**src/rtl/nx_stream_pkg.sv**
```systemverilog
// Shared stream definitions for the node mesh, the stream FIFOs and the host bridge.
package nx_stream_pkg;

  // Width of one stream word. The mesh, the FIFOs and the host bridge all use this width.
  localparam int STREAM_WIDTH = 32;

  // One stream beat: payload plus its valid qualifier.
  typedef struct packed {
    logic [STREAM_WIDTH-1:0] data;
    logic                    valid;
  } stream_t;

  // True when n is a power of two and at least 2.
  function automatic bit is_pow2(input int n);
    return (n >= 2) && ((n & (n - 1)) == 0);
  endfunction

endpackage

```
**src/rtl/nx_fifo_ptr.sv**
```systemverilog
// FIFO pointer with an extra wrap bit above the index bits.
// Also exposes the value the pointer will take at the next edge.
module nx_fifo_ptr
  import nx_stream_pkg::*;
#(
  parameter  int DEPTH = 4,
  localparam int AW    = $clog2(DEPTH)
) (
  input  logic        clk_i,
  input  logic        rst_i,
  input  logic        inc_i,
  output logic [AW:0] ptr_o,
  output logic [AW:0] ptr_next_o
);

  logic [AW:0] ptr_q;
  logic [AW:0] ptr_d;

  // Advance by one; leaving the last slot returns the index to 0 and flips the wrap bit.
  always_comb begin
    ptr_d = ptr_q;
    if (inc_i) begin
      if (ptr_q[AW-1:0] == AW'(DEPTH - 1)) begin
        ptr_d = {~ptr_q[AW], {AW{1'b0}}};
      end else begin
        ptr_d = ptr_q + (AW + 1)'(1);
      end
    end
  end

  // Pointer register; synchronous active-low reset.
  always_ff @(posedge clk_i) begin
    if (!rst_i) begin
      ptr_q <= '0;
    end else begin
      ptr_q <= ptr_d;
    end
  end

  assign ptr_o      = ptr_q;
  assign ptr_next_o = ptr_d;

endmodule

```
**src/rtl/nx_stream_fifo.sv**
```systemverilog
// Elastic valid/ready buffer on the host side of the node mesh.
// Data leaves through a registered head word so rd_data_o never glitches,
// and ready/valid depend only on stored state (no combinational path wr_* -> rd_*).
module nx_stream_fifo
  import nx_stream_pkg::*;
#(
  parameter  int WIDTH       = STREAM_WIDTH,
  parameter  int DEPTH       = 4,
  localparam int LEVEL_WIDTH = $clog2(DEPTH + 1)
) (
  input  logic                   clk_i,
  input  logic                   rst_i,
  input  logic [WIDTH-1:0]       wr_data_i,
  input  logic                   wr_valid_i,
  output logic                   wr_ready_o,
  output logic [WIDTH-1:0]       rd_data_o,
  output logic                   rd_valid_o,
  input  logic                   rd_ready_i,
  output logic [LEVEL_WIDTH-1:0] level_o,
  output logic                   full_o,
  output logic                   empty_o
);

  localparam int AW = $clog2(DEPTH);

  if (!is_pow2(DEPTH)) begin : g_bad_depth
    $error("nx_stream_fifo: DEPTH must be a power of two and at least 2");
  end

  logic [AW:0]            wr_ptr;
  logic [AW:0]            wr_ptr_next;
  logic [AW:0]            rd_ptr;
  logic [AW:0]            rd_ptr_next;
  logic                   push;
  logic                   pop;
  logic [WIDTH-1:0]       mem_q [DEPTH];
  logic [WIDTH-1:0]       mem_d [DEPTH];
  logic [WIDTH-1:0]       head_q;
  logic [WIDTH-1:0]       head_d;
  logic [LEVEL_WIDTH-1:0] level_q;
  logic [LEVEL_WIDTH-1:0] level_d;

  nx_fifo_ptr #(.DEPTH(DEPTH)) u_wr_ptr (
    .clk_i      (clk_i),
    .rst_i      (rst_i),
    .inc_i      (push),
    .ptr_o      (wr_ptr),
    .ptr_next_o (wr_ptr_next)
  );

  nx_fifo_ptr #(.DEPTH(DEPTH)) u_rd_ptr (
    .clk_i      (clk_i),
    .rst_i      (rst_i),
    .inc_i      (pop),
    .ptr_o      (rd_ptr),
    .ptr_next_o (rd_ptr_next)
  );

  // Flags come straight from the pointers; handshakes use only these registered-state flags.
  always_comb begin
    empty_o    = (wr_ptr == rd_ptr);
    full_o     = (wr_ptr[AW-1:0] == rd_ptr[AW-1:0]) && (wr_ptr[AW] != rd_ptr[AW]);
    wr_ready_o = !full_o;
    rd_valid_o = !empty_o;
    push       = wr_valid_i && wr_ready_o;
    pop        = rd_valid_o && rd_ready_i;
  end

  // Storage write; nothing is written during a reset cycle.
  always_comb begin
    mem_d = mem_q;
    if (push && rst_i) begin
      mem_d[wr_ptr[AW-1:0]] = wr_data_i;
    end
  end

  // Head word: follows the read pointer on a pop, or captures the incoming word
  // when that word is about to become the head (FIFO empty after this edge's pop).
  always_comb begin
    head_d = head_q;
    if (pop) begin
      head_d = mem_q[rd_ptr_next[AW-1:0]];
    end
    if (push && (rd_ptr_next == wr_ptr)) begin
      head_d = wr_data_i;
    end
  end

  // Occupancy counter: unchanged on simultaneous push and pop.
  always_comb begin
    level_d = level_q;
    case ({push, pop})
      2'b10:   level_d = level_q + LEVEL_WIDTH'(1);
      2'b01:   level_d = level_q - LEVEL_WIDTH'(1);
      default: level_d = level_q;
    endcase
  end

  // Storage array is deliberately left out of reset.
  always_ff @(posedge clk_i) begin
    mem_q <= mem_d;
  end

  // Head and level registers; reset clears the visible output word to 0.
  always_ff @(posedge clk_i) begin
    if (!rst_i) begin
      head_q  <= '0;
      level_q <= '0;
    end else begin
      head_q  <= head_d;
      level_q <= level_d;
    end
  end

  assign rd_data_o = head_q;
  assign level_o   = level_q;

endmodule

```
**config.mk**
```make
export PLATFORM = sky130hd
export DESIGN_NAME = nx_stream_fifo
export DESIGN_NICKNAME = d
export VERILOG_FILES = /design/src/rtl/nx_stream_pkg.sv /design/src/rtl/nx_fifo_ptr.sv /design/src/rtl/nx_stream_fifo.sv
export SDC_FILE = /design/constraint.sdc
export NUM_CORES = 1
export LEC_CHECK = 0
export ABC_AREA = 1
export CAP_MARGIN = 20
export CORE_MARGIN = 4
export CORE_UTILIZATION = 30
export CTS_CLUSTER_DIAMETER = 80
export DETAILED_ROUTE_END_ITERATION = 6
export PLACE_DENSITY = 0.48
export SYNTH_ARGS = -nofsm -noshare
export SYNTH_HDL_FRONTEND = slang
export SYNTH_SLANG_ARGS = --single-unit
```
**constraint.sdc**
```tcl
create_clock -name clk_i -period 5.5 [get_ports clk_i]
set_input_delay 1.1 -clock clk_i [delete_from_list [all_inputs] [get_ports clk_i]]
set_output_delay 1.1 -clock clk_i [all_outputs]
set_load 0.05 [all_outputs]
```
==> results.toml <==
[worst_setup_path]
reg2reg_slack_ps = 2130
required_ps = 5820
cp.arrival_ps = 4100
cp_max_fo = 37
timing.rr.start = "u_wr_ptr.ptr_o[0]$_SDFFE_PN0P_"
critPathCaptureType = "flip-flop"
critical_path_class = "in2reg"
setup.worst_path.start = "rd_ready_i"
critPathLaunchType = "input pin"

[grt]
grt_first_pass_wirelength_mm = 28.8
use_met2 = 0.215
grt_overflow_total = 0
use_met1 = 0.176
grt_busiest_layer = "met2"
grt.total_usage = 0.130
grt_pass1_vias = 5148
antenna_found_initial = 0
grt_max_degree = 70
gr-usage-met3 = 0.0280

[synthesis]
synth_top_area_frac = 0.496
syn-num-nets = 893
synth_compound_area_frac = 0.0100
ys.flop_type = "edfxtp_1"
synth.most_common_cell = "nand2_1"
yosys_warnings = 0
avgSynthCellArea_um2 = 9.12
synth_top_cells_by_count = "nand2_1, edfxtp_1, nor2_1, inv_1, nand3_1"
ys_seq_area_frac = 0.602
synth_mux_area_frac = 0
yosys-top-cells-area = "edfxtp_1, nand2_1, dfxtp_1"
synth_top_family_by_area = "simple AND/OR/NAND/NOR gates"
synth.distinct_cells = 23
synth_edf_count = 128
synth_xor_area_frac = 0
synth_adder_area_share = 0.0123
synth_area_mm2 = 0.00775
synth_cells = 850
ys_ff_latch = 169
synthArstFlopShare = 0
synth-simple-area-share = 0.302
yosysTopAreaCell = "edfxtp_1"

[clock_network]
clkSinkCount = 169
clk_pin_slew_worst_paths_ps = 60
cts_hold_buf = 0
clk-insertion-delay-late_ps = 420
cts_tree = "done"
htree_levels = 4
cts_root_buffer = "clkbuf_16"
cts_buffers = 17
postCtsSetupBuffers = 0
cts.repair.resized = 0
clk_path_buf_depth = 2

[detailed_routing]
post_drt_via_cell_ratio = 4.38
drc = 0
via_count = 5487
finalWirelength_mm = 18.6
dr.pass1.iters = 4
wl_per_cell_um = 14.9
dr.first_iter.drc_count = 261
ant_nets = 0

[sta]
slew-limit-headroom = 0.397
maxSlewViolCount = 0
clock.fmax_mhz = 265
clock_skew_ps = 7.97
fin_crit_sh = 0.687
grt_setup_unrepaired = "no"
finalCriticalPeriod_ps = 3780
hold_violations = 0
setup-violations-final = 0
finalSetupTns_ps = 0
tightest_slew_ps = 903

[run]
maxCapViolCount = 0

[place]
gp_congestion = 0.751
dp_hpwl_mm = 10.7
portBuffers = 74

[final_layout]
drive_gt1_frac = 0.0705
antenna_cells = 0
syn_to_final_growth_pct = 20.9
nets = 952

[hold_path]
holdCritStartpoint = "level_o[2]$_SDFFE_PN0P_"
hold_class = "reg2reg"

[floorplan]
rows = 58
start_util = 0.306
die_w_um = 169
core_mm2 = 0.0253
ios = 75
die_h_um = 169
die_area_mm2 = 0.0285

[power]
p_per_area_mw_per_mm2 = 401
ir_worst_vdd_v = 0.000173
power.leakage_nw = 4.00
finalPower_mw = 3.76

[outcome]
status = "finished clean"
[layer usage]
layer | wire (um) | share of wire
met3 | 643 | 0.035
met2 | 8920 | 0.48
met4 | 162 | 0.0087
met1 | 8870 | 0.48
met5 | 0 | 0
[stage by stage]
| stage | instances | instance area, um2 | hold slack [ps] | setup slack, ps | util |
|---|---|---|---|---|---|
| after global placement | 1219 | 8780 | 456 | 1250 | 0.347 |
| after CTS | 1252 | 9380 | 474 | 1640 | 0.370 |
| after floorplan | 850 | 7750 | 445 | 2250 | - |
| final | 1252 | 9380 | 472 | 1720 | 0.370 |
| after global routing | 1252 | 9380 | 512 | 1380 | 0.370 |
| after detailed placement | 1220 | 8800 | 464 | 1200 | 0.348 |
[layout make-up]
cell class / count / area (um2)
clock inverter: 12 / 116
clock buffer: 20 / 457
inverter: 86 / 323
fill: 2546 / 16000
timing repair buffer: 87 / 846
multi-input combinational: 548 / 2560
tap: 330 / 413
sequential: 169 / 4660
[worst max-delay path, cell delays in order]
cell and delay [ps]:
clkdlybuf4s50_1 510, nand2_4 430, nand2_2 360, nand3_1 160
nand2_1 70, nor2_1 160, nand2_4 220, nand2_1 560
buf_4 300, nand2_1 60, nor2_1 90, nor2_1 40
[cell usage in the layout (no fill, tap or decap), types with 2 or more instances in the layout]
master           synthesis  routed
nand2_1                277     276
edfxtp_1               128     128
nor2_1                 107     103
inv_1                   80      80
clkdlybuf4s50_1          0      73
nand3_1                 70      69
nand3b_1                64      64
dfxtp_1                 41      41
clkbuf_16                0      17
buf_4                    3      12
a21oi_1                  8       8
inv_2                    6       6
o21ai_0                  6       6
ha_1                     6       6
nand2_2                  4       4
nor2_4                   0       4
clkinv_4                 0       4
inv_6                    0       3
nand3_2                  1       2
nand2_4                  1       2
clkinv_2                 0       2
clkbuf_8                 0       2
clkinvlp_4               0       2
[logic make-up after synthesis]
group	after synthesis
AO/OA/AOI/OAI	15
adder cells (fa/ha/maj)	7
flip-flops	169
buffers and inverters	133
AND/OR/NAND/NOR	526
[worst paths after layout]
path                                                    to  depth (start not counted)
worst max-delay path            rd_data_o[19]$_SDFFE_PN0P_                         12
worst min-delay path               level_o[2]$_SDFFE_PN0P_                          2
worst max register to register  rd_data_o[19]$_SDFFE_PN0P_                         15
worst min register to register     level_o[2]$_SDFFE_PN0P_                          2
[flip-flops by register name, summed over array words and instances (netlist names)]
register,count
rd_data_o,32
level_o,3
u_wr_ptr.ptr_o,3
u_rd_ptr.ptr_o,3
mem_q,128
[where the power goes]
group	internal (mW)	total (mW)	switching, mW
logic	0.359	1.10	0.745
registers	1.47	1.51	0.0422
clock network	0.653	1.15	0.496
(Power assumes the default switching activity.)
